## src/rtl/mac_dot_seq.sv

```systemverilog
// Dot-product sequencer: streams two int8 vectors from synchronous-read memories
// into an external signed MAC, then captures the accumulated sum.
module mac_dot_seq #(
    parameter int unsigned ADDR_W = 6
) (
    input  logic                clk,
    input  logic                rst_n,
    input  logic                start,
    input  logic                abort,
    input  logic [ADDR_W:0]     len,
    input  logic [ADDR_W-1:0]   base_a,
    input  logic [ADDR_W-1:0]   base_b,
    output logic [ADDR_W-1:0]   addr_a,
    output logic [ADDR_W-1:0]   addr_b,
    output logic                ren,
    input  logic signed [7:0]   rdata_a,
    input  logic signed [7:0]   rdata_b,
    output logic signed [7:0]   mac_in1,
    output logic signed [7:0]   mac_in2,
    output logic                mac_clr,
    input  logic signed [25:0]  mac_acc,
    output logic                busy,
    output logic                done,
    output logic signed [25:0]  result
);

    localparam logic [2:0] StIdle  = 3'd0;
    localparam logic [2:0] StClr   = 3'd1;
    localparam logic [2:0] StRead  = 3'd2;
    localparam logic [2:0] StDrain = 3'd3;
    localparam logic [2:0] StCapt  = 3'd4;
    localparam logic [2:0] StDone  = 3'd5;

    localparam logic [ADDR_W:0] LenZero = '0;
    localparam logic [ADDR_W:0] LenOne  = {{ADDR_W{1'b0}}, 1'b1};
    localparam logic [ADDR_W:0] LenTwo  = LenOne + LenOne;

    logic [2:0]               state_q, state_d;
    logic [ADDR_W:0]          k_q, k_d;
    logic [ADDR_W:0]          len_q, len_d;
    logic [ADDR_W-1:0]        base_a_q, base_a_d;
    logic [ADDR_W-1:0]        base_b_q, base_b_d;
    logic signed [25:0]       result_q, result_d;

    always_comb begin
        state_d  = state_q;
        k_d      = k_q;
        len_d    = len_q;
        base_a_d = base_a_q;
        base_b_d = base_b_q;
        result_d = result_q;
        ren      = 1'b0;
        addr_a   = '0;
        addr_b   = '0;
        mac_in1  = '0;
        mac_in2  = '0;
        mac_clr  = 1'b0;
        done     = 1'b0;

        case (state_q)
            StIdle: begin
                if (start) begin
                    len_d    = len;
                    base_a_d = base_a;
                    base_b_d = base_b;
                    k_d      = '0;
                    state_d  = StClr;
                end
            end
            StClr: begin
                mac_clr = 1'b1;
                if (len_q != LenZero) begin
                    ren    = 1'b1;
                    addr_a = base_a_q;
                    addr_b = base_b_q;
                    k_d    = LenOne;
                end
                if (len_q >= LenTwo) begin
                    state_d = StRead;
                end else if (len_q == LenOne) begin
                    state_d = StDrain;
                end else begin
                    state_d = StCapt;
                end
            end
            StRead: begin
                // Issue element k while the MAC consumes element k-1 returned this cycle.
                ren     = 1'b1;
                addr_a  = base_a_q + k_q[ADDR_W-1:0];
                addr_b  = base_b_q + k_q[ADDR_W-1:0];
                mac_in1 = rdata_a;
                mac_in2 = rdata_b;
                k_d     = k_q + LenOne;
                if (k_q == len_q - LenOne) begin
                    state_d = StDrain;
                end
            end
            StDrain: begin
                mac_in1 = rdata_a;
                mac_in2 = rdata_b;
                state_d = StCapt;
            end
            StCapt: begin
                result_d = mac_acc;
                state_d  = StDone;
            end
            StDone: begin
                done    = 1'b1;
                state_d = StIdle;
            end
            default: state_d = StIdle;
        endcase

        // Cancel wins over everything, including a capture in progress.
        if (abort && (state_q != StIdle)) begin
            state_d  = StIdle;
            result_d = result_q;
        end
    end

    always_ff @(posedge clk or negedge rst_n) begin
        if (!rst_n) begin
            state_q  <= StIdle;
            k_q      <= '0;
            len_q    <= '0;
            base_a_q <= '0;
            base_b_q <= '0;
            result_q <= '0;
        end else begin
            state_q  <= state_d;
            k_q      <= k_d;
            len_q    <= len_d;
            base_a_q <= base_a_d;
            base_b_q <= base_b_d;
            result_q <= result_d;
        end
    end

    assign busy   = (state_q != StIdle);
    assign result = result_q;

endmodule
```

## config.mk

```make
export PLATFORM = sky130hd
export DESIGN_NAME = mac_dot_seq
export DESIGN_NICKNAME = d
export VERILOG_FILES = /design/src/rtl/mac_dot_seq.sv
export SDC_FILE = /design/constraint.sdc
export NUM_CORES = 1
export LEC_CHECK = 0
export CAP_MARGIN = 20
export CORE_UTILIZATION = 48
export CTS_CLUSTER_SIZE = 28
export DETAILED_ROUTE_END_ITERATION = 8
export PLACE_DENSITY = 0.89
export SYNTH_ARGS = -nofsm -noshare
export SYNTH_HDL_FRONTEND = slang
export SYNTH_SLANG_ARGS = --single-unit
```

## constraint.sdc

```tcl
create_clock -name clk -period 4.4 [get_ports clk]
set_input_delay 0.66 -clock clk [delete_from_list [all_inputs] [get_ports clk]]
set_output_delay 0.66 -clock clk [all_outputs]
set_load 0.02 [all_outputs]
```

Word level (Yosys, flattened, before mapping) --
Index checks and enable logic that the tools add are counted.
Cells by class: $add $sub $neg 4, magnitude comparators 1, bitwise logic cells 1, equality and inequality tests 11, muxes and demuxes 19, reductions and logical operators 10
Operators with widths (number):
- 6-bit one-hot mux with 2 select lines | 2
- 7-bit one-hot mux with 3 select lines | 1
- 8-bit 2-to-1 mux | 2
- 3-bit 2-to-1 mux | 5
- 3-bit one-hot mux with 5 select lines | 1
- 7-bit 2-to-1 mux | 2
- 6-bit adder | 2
- 6-bit 2-to-1 mux | 2
- 7-bit by 1-bit adder with 7-bit output, second input constant | 1
- 7-bit by 1-bit equality test with 1-bit output, second input constant | 1
- 7-bit equality test | 1
- 7-bit by 2-bit >= comparator with 1-bit output, second input constant | 1
- 7-bit nonzero test | 1
- 7-bit by 1-bit subtractor with 7-bit output, second input constant | 1
- 3-bit by 2-bit equality test with 1-bit output, second input constant | 2
- 3-bit equality test, second input constant | 2
- 3-bit != test, second input constant | 2
- 2-bit AND reduction | 3
- 3-bit nonzero test | 2
- 2-bit != test, second input constant | 2
- 3-bit by 1-bit equality test with 1-bit output, second input constant | 1
- 3-bit logical NOT | 1
- 1-bit 2-to-1 mux | 3
- 3-bit AND reduction | 1
- other kinds (4) | 4
Word-level totals: flip-flop bits (word level) 55, output and inout bits 58, logic and storage cells 52

Longest topological paths before layout --
Gate-level depths: netlist of run 1.
depth after elaboration 5, depth in mapped cells 8, gate-level depth less buffers 8

Least setup slack after synthesis of run 1 --
Ideal clock, no wire load.
path type flip-flop to output port, from register k_q[0], to output addr_b[4], cell stages (with the launch flop) 7, arrival time 1.969 ns, path slack 1.771 ns, path buffers 0, cells stage by stage dfrtp_1 > ha_1 > fa_1 > a21o_1 > a21oi_1 > xor2_1 > o21ai_0
On the way: word-level cells in the longest chain between the ends 2
Ends and longest elaborated chain:
- start: declaration | line 39 | logic [ADDR_W:0] k_q, k_d;
- start signal: assignment | line 131 | k_q <= k_d;
- 6-bit adder | line 90 | addr_b = base_b_q + k_q[ADDR_W-1:0];
- 6-bit one-hot mux with 2 select lines | line 60 | case (state_q)
- end: declaration | line 14 | output logic [ADDR_W-1:0] addr_b,
No other way between the ends.

Worst setup path in the final report of run 1 --
from register k_q[2], to output addr_b[5]
Same word-level chain as after synthesis.

==> results of run 1 <==
[state kept, by name, indices dropped and copies added (netlist names)]
| signal | cells |
|---|---|
| base_a_q | 6 |
| base_b_q | 6 |
| k_q | 7 |
| len_q | 7 |
| result | 26 |
| state_q | 3 |
[synthesized netlist by cell type (2+ instances only)]
cell       number
mux2_2         41
o2111ai_1       3
nand3b_1        2
nand3_1         3
a221oi_1        2
nand4_1         4
and2_1         17
xnor2_1         9
clkbuf_1        7
a21o_1          3
o22ai_1         2
buf_2           4
buf_4           2
nor2b_1         6
o21ai_0        16
nor3b_1         2
a22o_1          4
nand2_1        23
nor3_1          5
mux2i_1         3
nand2b_1        3
a31oi_1         2
fa_1            2
a21oi_1        13
inv_1          12
nor4_4          2
xor2_1          7
nor4b_1         2
dfrtp_1        55
nor2_1         16
ha_1           15
o31ai_1         2
[worst max-delay path by stage]
stage                       start        end  slack [ns]  cells past startpoint
6_report       k_q[2]$_DFFE_PN0P_  addr_b[5]        0.77                      7
2_1_floorplan  k_q[0]$_DFFE_PN0P_  addr_b[4]        1.77                      6
4_1_cts        k_q[2]$_DFFE_PN0P_  addr_b[5]        0.81                      7
3_3_place_gp   k_q[2]$_DFFE_PN0P_  addr_a[5]        1.22                      7
3_5_place_dp   k_q[2]$_DFFE_PN0P_  addr_a[5]        1.16                      7
5_1_grt        k_q[2]$_DFFE_PN0P_  addr_b[5]        0.56                      7
[area by class of cell]
cell class / instances / area [um^2]
Fill cell: 495 / 1810
Multi-Input combinational cell: 227 / 1800
Sequential cell: 55 / 1380
Timing Repair Buffer: 126 / 1250
Tap cell: 77 / 96.3
Clock buffer: 6 / 82.6
Inverter: 12 / 45.0
Clock inverter: 1 / 5.00
[kinds of logic (layout without fill, tap and decap cells)]
group,Yosys count,in the layout
simple gates,94,94
buf+inv,25,145
mux,44,44
flops,55,55
xor+xnor,16,16
fa+ha+maj,17,17
compound gates,56,56
[cells in the final DEF, fill, tap and decap left out, drive strengths merged, types with 7 or more instances in the layout]
cell type / netlist / final
nor2: 17 / 17
inv: 12 / 12
a21oi: 13 / 13
xnor2: 9 / 9
and2: 17 / 17
o21ai: 16 / 16
nand2: 23 / 23
ha: 15 / 15
clkdlybuf4s50: 0 / 121
mux2: 41 / 41
dfrtp: 55 / 55
xor2: 7 / 7
[routing by layer]
layer | vias up | track usage, % | share of wire [%]
met5 | - | 0 | 0
met4 | 0 | 5.70 | 0.85
met3 | 7 | 5.11 | 8.3
met2 | 124 | 39.0 | 50
met1 | 1310 | 28.0 | 41
li1 | 1334 | - | -
[report_power, final]
part / internal (W) / total (W) / switching (W)
registers: 0.000737 / 0.000973 / 0.000237
clock network: 0.000124 / 0.000280 / 0.000156
logic: 0.000970 / 0.00190 / 0.000931
total: 0.00183 / 0.00315 / 0.00132
[stage by stage]
stage | total power [W] | instance area, um^2 | std cells | setup slack (ns)
2_1_floorplan | 0.00211 | 3280 | 307 | 1.77
3_3_place_gp | 0.00282 | 4560 | 497 | 1.22
3_5_place_dp | 0.00289 | 4560 | 497 | 1.16
4_1_cts | 0.00317 | 4650 | 504 | 0.809
5_1_grt | 0.00336 | 4650 | 504 | 0.565
6_report | 0.00315 | 4650 | 504 | 0.774
[critical path: cells and delay by family, from the launching register on]
kind	cells	cell delay [ns]
mux	1	0.24
compound gates	3	0.82
buf+inv	1	0.62
fa+ha+maj	1	0.40
simple gates	1	0.08
flops	1	0.50
==> results.toml, run 1 <==
[run_status]
status = "finished, violations left"
violations = "DRC"

[clock_tree]
cts_max_path_buffers = 2
cts_setup_buffers = 0
clock_latency_ns = 0.30
cts_tree = "built"
htreeDepth = 2
clock-sinks = 55
post_cts_resize_count = 0
clk_pin_slew_ns = 0.09
hold_buffers = 0
root_buffer = "clkbuf_8"
numCtsBuffers = 5

[grt]
grt_usage_pct = 22.3
grt_max_degree = 56
grt_pass1_vias = 2745
grt_antenna_before_repair = 0
grt_first_pass_wirelength_um = 12800
grt_overflow = 0

[setup_path]
r2r_cells = 5
rr_endpoint = "state_q[0]$_DFFE_PN0P_"
arrival_ns = 2.97
crit_top_cell = "o21ai_0"
crit_path_cell_trace = "ha_1 -> nand2_1 -> o21ai_0 -> mux2i_1 -> o21ai_0 -> a32oi_1 -> clkdlybuf4s50_1"
critical_path.max_stage_delay_ns = 0.62
cpMaxStageDelayCell = "clkdlybuf4s50_1"
path_max_fanout = 10
required_ns = 3.74
path_class = "register to output port"
worst_r2r_startpoint = "state_q[2]$_DFFE_PN0P_"
cp-start-kind = "register"
r2r_setup_slack_ns = 2.05
worstSetupEndpointType = "output port"

[sta]
relSlewSlack_pct = 51.3
fin_skew_ns = 0.00553
post-route-min-period_ns = 3.63
setup_viol = 0
drv_slew = 0
hold_ws_ns = 0.470
hold_viol_final = 0
rsz0062_at_grt = "false"
period_share_pct = 82.4
tightest_slew_ns = 0.729
finalSetupTns_ns = 0
max_freq_mhz = 276

[yosys]
synth_top_family_by_area = "simple AND/OR/NAND/NOR gates"
yosys.cell_types.count = 50
synth_compound_area_share_pct = 11.8
synth_edf_count = 0
postSynthCellCount = 307
yosysSeqAreaShare_pct = 42.0
syn_area_um2 = 3280
synth_top_area_share_pct = 42.0
postSynthAreaPerCell_um2 = 10.7
ys_warn_count = 0
ys_async_sr_fraction_pct = 100
synth_xor_area_share_pct = 4.27
synthSimpleGateAreaFrac_pct = 16.8
synth_fa_ha_area_share_pct = 6.94
synthFlopType = "dfrtp_1"
synth_nets = 389
synth_area_leaders = "dfrtp_1, mux2_2, ha_1"
yosysTopAreaCell = "dfrtp_1"
synth_seq_cells = 55
muxShareOfSynthArea_pct = 15.0

[drt]
postRouteAntennaNets = 0
post_drt_wl_per_cell_um = 15.4
drtIter0Drc = 201
wl_um = 7740
drc = 13
firstDrtPassIters = 6
via_count = 2775
viasPerCell = 5.51

[placed_design]
hpwl_um = 5960
gp_congestion = 0.851
numPortBuffers = 122

[layout]
diodes = 0
area_delta_synth_final_pct = 41.7
nets = 509
drive_above_1_share_pct = 14.5
finish.utilization_pct = 72.0

[run]
maxCapViolCount = 0

[pwr]
p_leak_nw = 1.93
p_per_area_nw_per_um2 = 679
vdd_ir_drop_max_mv = 0.395

[floorplanning]
fp.dieW_um = 84.7
design.core.area_um2 = 6460
dieHeight_um = 84.7
rows = 29
start_util_pct = 50.8
die-area_um2 = 7170
ios = 123

[hold_path]
hp-class = "input port to async pin"
Note: power is estimated with default switching activity, not from simulation.
==> run 2: changes to the inputs <==
- CORE_UTILIZATION: 48 -> 40
- PLACE_DENSITY: 0.89 -> 0.79
- clock period: 4.4 -> 2.9 ns (I/O delays scaled with it)
==> results.toml, run 2 (synthesis results as in run 1) <==
[run_status]
status = "finished, final reports clean"

[drt]
viasPerCell = 5.20
drtIter0Drc = 126
wl_um = 8080
via_count = 2832
postRouteAntennaNets = 0
firstDrtPassIters = 4
post_drt_wl_per_cell_um = 14.8
drc = 0

[layout]
fill_cells = 642
mostFrequentLayoutCells = "clkdlybuf4s50_1, dfrtp_1, mux2_2"
final_common_cell = "clkdlybuf4s50_1"
largest_reg_flops = 26
area_delta_synth_final_pct = 46.4
diodes = 0
nets = 525
drive_above_1_share_pct = 18.5

[setup_path]
required_ns = 2.47
path_max_fanout = 4
path_delay_family = "simple AND/OR/NAND/NOR gates"
arrival_ns = 2.32
crit_path_cell_trace = "ha_1 -> and2_1 -> a22o_1 -> or4_1 -> a21oi_1 -> o22a_1 -> clkbuf_2"
path_class = "register to output port"
path_buf_inv = 1
critical_path.max_stage_delay_ns = 0.42
cp-start-kind = "register"
cpMaxStageDelayCell = "dfrtp_1"
worstSetupEndpointType = "output port"

[floorplanning]
ios = 123
design.core.area_um2 = 7850
start_util_pct = 41.8
die-area_um2 = 8560
fp.dieW_um = 92.5
rows = 32
dieHeight_um = 92.5

[placed_design]
hpwl_um = 6210
gp_congestion = 0.863
numPortBuffers = 122

[hold_path]
hp-class = "input port to async pin"

[sta]
rsz0062_at_grt = "false"
post-route-min-period_ns = 2.76
relSlewSlack_pct = 58.5
drv_slew = 0
finalSetupTns_ns = 0
fin_skew_ns = 0.00500
max_freq_mhz = 363
setup_viol = 0
tightest_slew_ns = 0.622
hold_ws_ns = 0.502
period_share_pct = 95.1
hold_viol_final = 0

[clock_tree]
clock_latency_ns = 0.30
clock-sinks = 55
root_buffer = "clkbuf_8"
cts_max_path_buffers = 2
numCtsBuffers = 5
htreeDepth = 2
cts_tree = "built"
clk_pin_slew_ns = 0.10

[pwr]
vdd_ir_drop_max_mv = 0.415
power.share.clock_pct = 8.5
p_int_w = 0.00279
power_frac_seq_pct = 29.1
combinationalPowerShare_pct = 62.4
p_leak_nw = 2.13
switching_power_w = 0.00202
p_per_area_nw_per_um2 = 1000
swShare_pct = 42.0

[grt]
grt_max_degree = 49
grt_usage_pct = 19.0
grt_overflow = 0
grt_first_pass_wirelength_um = 13100
grt_pass1_vias = 2746
grt_antenna_before_repair = 0

[run]
maxCapViolCount = 0
-- run 2: cell types whose count changed in the layout (fill, tap and decap cells not counted), moves of 2 or more --
cell             delta
clkbuf_2            +3
dlymetal6s2s_1      +7
dlygate4sd2_1       +2
buf_4              +15
clkdlybuf4s50_1    -12
-- run 2: timing repair --
item                       4_1_cts  5_1_grt
setup endpoints to repair        5       11
gates resized for setup          7       16
hold endpoints to repair         7        0
hold buffers                     1        0
setup buffers                    0        0
-- run 2: path summary, 6_finish.rpt --
path	start	end	slack, ns	cells past startpoint
worst max-delay path	k_q[3]$_DFFE_PN0P_	addr_a[5]	0.14	7
worst min-delay path	rst_n	base_b_q[5]$_DFFE_PN0P_	0.50	2
worst max register to register	len_q[0]$_DFFE_PN0P_	state_q[0]$_DFFE_PN0P_	0.96	6
worst min register to register	result[0]$_DFFE_PN0P_	result[0]$_DFFE_PN0P_	0.51	1
max in group asynchronous	rst_n	len_q[1]$_DFFE_PN0P_	1.51	3
min in group clk	result[0]$_DFFE_PN0P_	result[0]$_DFFE_PN0P_	0.51	1
-- run 2: metal layers --
| layer | share of wire (%) | wire length [um] | GRT usage, % | vias up |
|---|---|---|---|---|
| met4 | 1.5 | 120 | 5.08 | 0 |
| met5 | 0 | 0 | 0 | - |
| met3 | 7.7 | 625 | 3.20 | 8 |
| met2 | 49 | 3950 | 33.5 | 113 |
| met1 | 42 | 3380 | 24.1 | 1344 |
| li1 | - | - | - | 1367 |
-- run 2: power groups by stage --
| stage | clock network, W | logic [W] | registers (W) |
|---|---|---|---|
| floorplan | 0 | 0.00159 | 0.00161 |
| global placement | 0 | 0.00300 | 0.00140 |
| detailed placement | 0 | 0.00306 | 0.00142 |
| CTS | 0.000432 | 0.00304 | 0.00140 |
| global route | 0.000450 | 0.00326 | 0.00146 |
| finish | 0.000409 | 0.00301 | 0.00140 |
-- run 2: layout make-up --
class	count	area, um^2	area share (%)
flip-flops and latches	55	1380	28.7
well taps	102	128	2.66
clock buffers	5	68.8	1.43
clock inverters	2	13.8	0.287
repair buffers	142	1370	28.5
multi-input cells	227	1800	37.5
inverters	12	45.0	0.938
-- run 2: stage by stage --
stage | instance area (um^2) | util [%] | power (W) | cells | setup slack, ns
floorplan | 3280 | - | 0.00320 | 307 | 0.496
global placement | 4700 | 59.9 | 0.00440 | 537 | 0.0802
detailed placement | 4700 | 59.9 | 0.00448 | 537 | 0.0602
CTS | 4790 | 61.1 | 0.00488 | 545 | 0.0106
global route | 4800 | 61.2 | 0.00517 | 545 | 0.0352
finish | 4800 | 61.2 | 0.00482 | 545 | 0.142
-- run 2: worst reg2reg max path: cells and delay by family (launching register included) --
| kind | cells | cell delay [ns] |
|---|---|---|
| adder cells (fa/ha/maj) | 1 | 0.28 |
| buffers and inverters | 1 | 0.12 |
| flip-flops | 1 | 0.43 |
| AND/OR/NAND/NOR | 3 | 0.72 |
| AO/OA/AOI/OAI | 1 | 0.29 |
==> run 3: changes to the inputs <==
- REMOVE_ABC_BUFFERS: not set -> 1
==> results.toml, run 3 (synthesis results as in run 1) <==
[placed_design]
placed_area_um2 = 4720
pre_cts_slack_ns = 0.0557
numPortBuffers = 122
hpwl_um = 6200
dp_cells = 539
gp_congestion = 0.828

[run]
maxCapViolCount = 0

[drt]
drc = 0
viasPerCell = 5.18
wl_um = 7800
drtIter0Drc = 126
via_count = 2839
firstDrtPassIters = 4
post_drt_wl_per_cell_um = 14.2
postRouteAntennaNets = 0

[sta]
fin_skew_ns = 0.00833
rsz0062_at_grt = "true"
period_share_pct = 97.3
relSlewSlack_pct = 59.6
setup_viol = 0
drv_slew = 0
post-route-min-period_ns = 2.82
tightest_slew_ns = 0.605
setup_ws_ns = 0.0776
max_freq_mhz = 354
hold_viol_final = 0
finalSetupTns_ns = 0

[grt]
grt_pass1_vias = 2807
grt_antenna_before_repair = 0
grt_max_degree = 28
grt_usage_pct = 19.1
grt_first_pass_wirelength_um = 13000
grt_overflow = 0

[setup_path]
crit_path_cell_trace = "ha_1 -> and2_1 -> a22o_1 -> or4_1 -> a21oi_1 -> o22a_1 -> clkdlybuf4s15_2"
r2r_setup_slack_ns = 0.84
cpMaxStageDelayCell = "or4_1"
arrival_ns = 2.39
required_ns = 2.47
crit_start = "k_q[3]$_DFFE_PN0P_"
rr_endpoint = "len_q[4]$_DFFE_PN0P_"
critical_path.max_stage_delay_ns = 0.40
cp-start-kind = "register"
worst_r2r_startpoint = "state_q[1]$_DFFE_PN0P_"
worstSetupEndpointType = "output port"
cp-endpoint = "addr_a[5]"
r2r_cells = 6
path_class = "register to output port"
path_max_fanout = 4

[clock_tree]
clock-sinks = 55
cts_max_path_buffers = 2
numCtsBuffers = 5
clk_pin_slew_ns = 0.10
htreeDepth = 2
clock_latency_ns = 0.31
root_buffer = "clkbuf_8"
cts_tree = "built"

[layout]
final_cells = 548
largest_reg_flops = 26
area_delta_synth_final_pct = 47.8
drive_above_1_share_pct = 19.3
multiInputGateArea_um2 = 1800
fill_cells = 680
mostFrequentLayoutCells = "clkdlybuf4s50_1, dfrtp_1, mux2_2"
finish.utilization_pct = 61.8
regArea_um2 = 1380
nets = 527
final_common_cell = "clkdlybuf4s50_1"
final_cell_area_um2 = 4850
diodes = 0

[run_status]
status = "finished, final reports clean"

[floorplanning]
fp.dieW_um = 92.5
start_util_pct = 41.8
dieHeight_um = 92.5
rows = 32
ios = 123
design.core.area_um2 = 7850
die-area_um2 = 8560

[pwr]
p_leak_nw = 2.15
vdd_ir_drop_max_mv = 0.625
p_per_area_nw_per_um2 = 1010

[hold_path]
hp-class = "input port to async pin"
[run 3: layout make-up]
cell class / count / share of cell area (%)
multi-input combinational: 227 / 37.2
timing repair buffer: 144 / 28.8
sequential: 55 / 28.5
tap: 102 / 2.63
clock buffer: 5 / 1.42
inverter: 12 / 0.930
clock inverter: 3 / 0.542
[run 3: routing by layer]
metal / part of all wire, % / GRT usage, %
met5: 0 / 0
met4: 0.79 / 4.56
met3: 9.7 / 6.73
met2: 49 / 32.9
met1: 41 / 22.6
[run 3: per-stage QoR]
step                hold slack (ns)  power (W)
finish                       0.0237    0.00488
CTS                          0.0228    0.00493
global route                 0.0276    0.00522
floorplan                     0.139    0.00317
global placement              0.368    0.00440
detailed placement            0.367    0.00450
[run 3: worst min-delay path by stage]
| stage | start | end | slack (ns) | depth (start not counted) |
|---|---|---|---|---|
| 6_report | rst_n | k_q[0]$_DFFE_PN0P_ | 0.02 | 1 |
| 5_1_grt | rst_n | base_b_q[4]$_DFFE_PN0P_ | 0.03 | 1 |
| 4_1_cts | rst_n | k_q[0]$_DFFE_PN0P_ | 0.02 | 1 |
| 3_5_place_dp | rst_n | base_a_q[4]$_DFFE_PN0P_ | 0.37 | 1 |
| 3_3_place_gp | rst_n | base_a_q[4]$_DFFE_PN0P_ | 0.37 | 1 |
| 2_1_floorplan | rst_n | base_a_q[0]$_DFFE_PN0P_ | 0.14 | 0 |
[run 3: what timing repair did]
action / 4_1_cts / 5_1_grt
buffers inserted: 0 / 1
hold buffers: 0 / 0
gates resized for setup: 9 / 12
endpoints found under the setup margin: 5 / 9
[run 3: worst max-delay path: cells and delay by family (launching register included)]
family                   cells  cell delay (ns)
flip-flops                   1             0.39
buffers and inverters        1             0.25
AND/OR/NAND/NOR              2             0.57
AO/OA/AOI/OAI                3             0.53
adder cells (fa/ha/maj)      1             0.34
[run 3: power breakdown]
part,switching (W),total [W],internal (W)
logic,0.00150,0.00303,0.00153
registers,0.000284,0.00141,0.00112
clock network,0.000265,0.000443,0.000178
total,0.00205,0.00488,0.00283
